`config.mk`:
```
export PLATFORM = sky130hd
export DESIGN_NAME = pattern_detector
export DESIGN_NICKNAME = d
export VERILOG_FILES = /design/src/rtl/pattern_detector_pkg.sv /design/src/rtl/pattern_detector_sat_counter.sv /design/src/rtl/pattern_detector.sv
export SDC_FILE = /design/constraint.sdc
export NUM_CORES = 1
export LEC_CHECK = 0
export BUFFER_PORTS_ARGS = -buffer_cell sky130_fd_sc_hd__buf_2
export CELL_PAD_IN_SITES_DETAIL_PLACEMENT = 2
export CELL_PAD_IN_SITES_GLOBAL_PLACEMENT = 2
export CORE_UTILIZATION = 36
export CTS_CLUSTER_DIAMETER = 100
export DETAILED_ROUTE_END_ITERATION = 8
export PLACE_DENSITY_LB_ADDON = 0.12
export SKIP_CTS_REPAIR_TIMING = 1
export SYNTH_ARGS = -nofsm -noshare
export SYNTH_HDL_FRONTEND = slang
export SYNTH_SLANG_ARGS = --single-unit
```
`constraint.sdc`:
```
create_clock -name clk -period 4.72 [get_ports clk]
set_input_delay 0.944 -clock clk [delete_from_list [all_inputs] [get_ports clk]]
set_output_delay 0.944 -clock clk [all_outputs]
set_load 0.05 [all_outputs]
```
`src/rtl/pattern_detector_pkg.sv`:
```
`default_nettype none
// ----------------------------------------------------------------------------
// pattern_detector_pkg -- shared defaults and helpers for the pattern detector
// Revision 1.0
// ----------------------------------------------------------------------------
package pattern_detector_pkg;

  localparam int unsigned DEFAULT_PAT_LEN = 4;
  localparam int unsigned DEFAULT_CNT_W   = 8;
  localparam logic [3:0]  DEFAULT_PAT     = 4'b1011;

  // Width needed to hold a fill count of 0..pat_len inclusive.
  function automatic int unsigned fill_width(input int unsigned pat_len);
    return $clog2(pat_len + 1);
  endfunction

endpackage
`default_nettype wire

```
`src/rtl/pattern_detector_sat_counter.sv`:
```
`default_nettype none
// ----------------------------------------------------------------------------
// sat_counter -- saturating event counter with a sticky all-ones flag
// Revision 1.0
// ----------------------------------------------------------------------------
module sat_counter #(
  parameter int unsigned WIDTH = 8
) (
  input  logic             clk,
  input  logic             rstn,
  input  logic             inc,
  input  logic             clr,
  output logic [WIDTH-1:0] count,
  output logic             sat
);

  logic [WIDTH-1:0] count_q, count_d;
  logic             sat_q, sat_d;

  // Clear dominates a coincident increment.
  always_comb begin
    count_d = count_q;
    sat_d   = sat_q;
    if (clr) begin
      count_d = '0;
      sat_d   = 1'b0;
    end else begin
      if (inc && !(&count_q)) begin
        count_d = count_q + 1'b1;
      end
      sat_d = sat_q || (&count_d);
    end
  end

  always_ff @(posedge clk or negedge rstn) begin
    if (!rstn) begin
      count_q <= '0;
      sat_q   <= 1'b0;
    end else begin
      count_q <= count_d;
      sat_q   <= sat_d;
    end
  end

  assign count = count_q;
  assign sat   = sat_q;

endmodule
`default_nettype wire

```
`src/rtl/pattern_detector.sv`:
```
`default_nettype none
// ----------------------------------------------------------------------------
// pattern_detector -- serial bit-pattern detector with match counter
// Revision 1.0
// ----------------------------------------------------------------------------
module pattern_detector
  import pattern_detector_pkg::*;
#(
  parameter int unsigned PAT_LEN = DEFAULT_PAT_LEN,
  parameter int unsigned CNT_W   = DEFAULT_CNT_W
) (
  input  logic               clk,
  input  logic               rstn,
  input  logic               in,
  input  logic               in_valid,
  input  logic               pat_load,
  input  logic [PAT_LEN-1:0] pat_in,
  input  logic               overlap,
  input  logic               cnt_clr,
  output logic               out,
  output logic [CNT_W-1:0]   match_count,
  output logic               cnt_sat
);

  localparam int unsigned        FILL_W    = fill_width(PAT_LEN);
  localparam logic [PAT_LEN-1:0] RST_PAT   = PAT_LEN'(DEFAULT_PAT);
  localparam logic [FILL_W-1:0]  FILL_FULL = FILL_W'(PAT_LEN);
  localparam logic [FILL_W-1:0]  FILL_THR  = FILL_W'(PAT_LEN - 1);

  logic [PAT_LEN-1:0] pat_q, pat_d;
  logic [PAT_LEN-1:0] sh_q, sh_d;
  logic [PAT_LEN-1:0] window;
  logic [FILL_W-1:0]  fill_q, fill_d;
  logic               out_q;
  logic               accept;
  logic               match;

  // The window is the history as it will look once the current bit is taken.
  always_comb begin
    accept = in_valid && !pat_load;
    window = {sh_q[PAT_LEN-2:0], in};
    match  = accept && (window == pat_q) && (fill_q >= FILL_THR);

    pat_d  = pat_q;
    sh_d   = sh_q;
    fill_d = fill_q;

    if (pat_load) begin
      pat_d  = pat_in;
      sh_d   = '0;
      fill_d = '0;
    end else if (accept) begin
      sh_d = window;
      if (match && !overlap) begin
        fill_d = '0;
      end else if (fill_q != FILL_FULL) begin
        fill_d = fill_q + 1'b1;
      end
    end
  end

  always_ff @(posedge clk or negedge rstn) begin
    if (!rstn) begin
      pat_q  <= RST_PAT;
      sh_q   <= '0;
      fill_q <= '0;
      out_q  <= 1'b0;
    end else begin
      pat_q  <= pat_d;
      sh_q   <= sh_d;
      fill_q <= fill_d;
      out_q  <= match;
    end
  end

  assign out = out_q;

  sat_counter #(
    .WIDTH (CNT_W)
  ) u_match_cnt (
    .clk   (clk),
    .rstn  (rstn),
    .inc   (match),
    .clr   (cnt_clr),
    .count (match_count),
    .sat   (cnt_sat)
  );

endmodule
`default_nettype wire

```
==> metrics.md <==
| Metric | Value |
|---|---|
| DR WL met2 | `1.431 mm` |
| Worst-case clock skew | `0.005235 ns` |
| Antenna diodes | `0` |
| Critical path startpoint category | `input port` |
| Growth of design area from synthesis to finish | `15.83%` |
| Number of violations reported at the end of detailed-routing iteration 0 | `32` |
| Flops & latches, synth | `20` |
| Post-route antenna net violation count | `0` |
| Layout Cell Area excl Fill | `0.001328 mm²` |
| Reg2Reg Launch Point | `fill_q[0]` |
| Setup TNS after final layout | `0 ns` |
| Depth of the worst register-to-register path | `8` |
| Most common cell after layout, fill and taps aside | `sky130_fd_sc_hd__buf_2` |
| Synthesized Nets | `130` |
| Final worst-path cycle share | `53.17%` |
| Worst setup path category | `in -> reg` |
| Placement-stage cell area | `0.001275 mm²` |
| Number of antenna violations at the first check in global routing | `0` |
| Finish-stage setup viols | `0` |
| Pin count of the biggest net entering global routing | `21` |
| Worst-path clk slew | `0.12 ns` |
| Chip Height | `58.43 µm` |
| Netlist area before placement | `0.001146 mm²` |
| Wire length of the first global-routing pass | `4.892 mm` |
| Hpwl dp | `2.086 mm` |
| Aggregate global routing overflow | `0` |
| Die outline area | `0.003413 mm²` |
| Final Wtd Congestion | `0.7608` |
| Worst path max stage delay | `0.51 ns` |
| Horizontal extent of the die | `58.43 µm` |
| Via density per instance | `5.184` |
| Achievable Freq | `0.3985 GHz` |
| Quantity of I/O buffers inserted on ports | `20` |
| Worst EP arrival | `2.71 ns` |
| Buffer cell driving the clock tree root | `sky130_fd_sc_hd__clkbuf_4` |
| Clock latency reported for the late side of the worst-skew pair | `0.31 ns` |
| Site Rows | `20` |
| Count of TritonRoute iterations in the first routing pass | `3` |
| Total clock buffers created by CTS | `3` |
| Final Net Count | `151` |
| Ratio of cells with drive above 1 in the final layout | `27.41%` |
| Ys flop type | `sky130_fd_sc_hd__dfrtp_1` |
| Max layer used | `met4` |
| Wire length on met1 | `1.334 mm` |
| Post-layout minimum cycle time | `2.509 ns` |
| Hold Vio Cnt, Final | `0` |
| Max-slew headroom | `62.08%` |
| Synthesis warning total | `0` |
| Highest ir drop seen on vdd | `0.0001321 V` |
| Most frequent cells in the layout | `sky130_fd_sc_hd__buf_2 (20), sky130_fd_sc_hd__dfrtp_1 (17), sky130_fd_sc_hd__nor2_1 (14)` |
| DRC Markers | `0` |
| WP data required | `4.92 ns` |
| Max Root-Sink Buffers | `2` |
| Worst flop-to-flop path endpoint | `u_match_cnt.sat` |
| Slew at the pin closest to its max-slew limit | `0.5657 ns` |
| Ratio of total power to cell area | `274.2 mW/mm²` |
| Final number of max-transition violations | `0` |
| Crit path max fanout | `8` |
| Clock H-tree levels | `1` |
| Via count of the first global-routing pass | `1000` |
| Status | `complete, no violations` |
| Synth unique cells | `35` |
| Post-synth EDFFs | `0` |
| Average instance area after synthesis | `9.966 µm²` |
| Core area | `0.003028 mm²` |
| Fraction of registers with async set or reset after synthesis | `100.0%` |
| Seq/Total Area, Yosys | `44.00%` |
| Initial core utilization | `37.85%` |
| TritonCTS clock tree | `done` |
| CP endpoint kind | `register` |
| Num ports | `21` |
| GRT Resource Usage Total | `19.10%` |
| Post-route total power | `0.3640 mW` |
| Lkg Pwr | `0.6206 nW` |
| Critical path, cell by cell | `buf_2 -> inv_2 -> or3_4 -> nor3_2 -> nor2_1 -> nor4_1 -> o41ai_2` |
| Library cell contributing the largest single delay on the critical path | `sky130_fd_sc_hd__nor3_2` |
| Class of the worst hold path | `reg -> reg` |
| Max cap viols | `0` |
| Number of vias in the routed layout | `928` |
| Setup slack, reg-to-reg | `2.45 ns` |
| Met3 routed wirelength | `57 µm` |
| Sum of routed wire length over all layers | `2.842 mm` |
| Wire per inst | `15.88 µm` |
| HP Start | `u_match_cnt.sat` |
| Number of sinks on the clock net | `20` |
| Synthesized instance count | `115` |
| Setup repair after global routing missed its margin | `false` |
| Depth of the worst hold-timing path | `2` |
| Hold EP | `u_match_cnt.sat` |
## critical path: cells and delay by family
family	cells	cell delay, ns
AO/OA/AOI/OAI	1	0.12
buffers and inverters	2	0.24
AND/OR/NAND/NOR	4	1.41
## cells in the mapped netlist (all sizes together) (3+ instances only)
cell type   n  area [µm²]
dfrtp      17       425.4
nor2       14       52.55
nand2      11       41.29
a21oi       6       30.03
inv         6       22.52
mux2i       5       50.05
nor3        5       30.03
xnor2       5       43.79
xor2        5       43.79
ha          4       50.05
mux2        4       45.04
and3        3       18.77
buf         3       22.52
dfstp       3       78.83
o41ai       3       41.29
## routing by layer
layer / vias up / GRT usage (%)
li1: 444 / -
met3: 2 / 2.857
met4: 0 / 6.803
met1: 472 / 25.59
met2: 10 / 31.53
met5: - / 0
## power by group
group / internal (mW) / switching, mW / total, mW
clock: 0.0858 / 0.0572 / 0.143
combinational: 0.0161 / 0.0188 / 0.0349
sequential: 0.180 / 0.00615 / 0.186
total: 0.282 / 0.0822 / 0.364
## cell families after synthesis
logic type / count (synthesis) / share of synthesized area [%]
simple gates: 49 / 22.93
mux: 9 / 8.297
fa+ha+maj: 4 / 4.367
buf+inv: 10 / 4.257
xor+xnor: 10 / 7.642
flops: 20 / 44.00
compound gates: 13 / 8.515
## worst max-delay path by stage
| stage | end | cells past startpoint | slack [ns] | start |
|---|---|---|---|---|
| after floorplan | u_match_cnt.sat | 8 | 2.10 | in_valid |
| after global placement | u_match_cnt.sat | 7 | 1.97 | in_valid |
| after detailed placement | u_match_cnt.sat | 7 | 1.90 | in_valid |
| after CTS | u_match_cnt.sat | 7 | 2.20 | in_valid |
| after global routing | u_match_cnt.sat | 7 | 2.08 | in_valid |
| final | u_match_cnt.sat | 7 | 2.21 | in_valid |
## area by class of cell
cell class / count / area (µm²)
fill: 339 / 1700
multi-input combinational: 85 / 593.1
sequential: 20 / 504.2
timing repair buffer: 20 / 100.1
tap: 44 / 55.05
clock inverter: 1 / 30.03
clock buffer: 3 / 22.52
inverter: 6 / 22.52
## registers in the layout (all words and copies together), names as in the netlist
name / count
fill_q: 3
out: 1
pat_q: 4
sh_q: 3
u_match_cnt.count: 8
u_match_cnt.sat: 1
## stage by stage
stage	hold slack, ns	setup WS, ns	utilization [%]	std cells
final	0.5102	2.211	43.84	179
after global routing	0.5335	2.084	43.84	179
after CTS	0.5125	2.202	43.84	179
after detailed placement	0.4852	1.897	42.11	175
after global placement	0.4776	1.972	42.11	175
after floorplan	0.5011	2.099	-	115
Power figures use the tool's default switching activity.
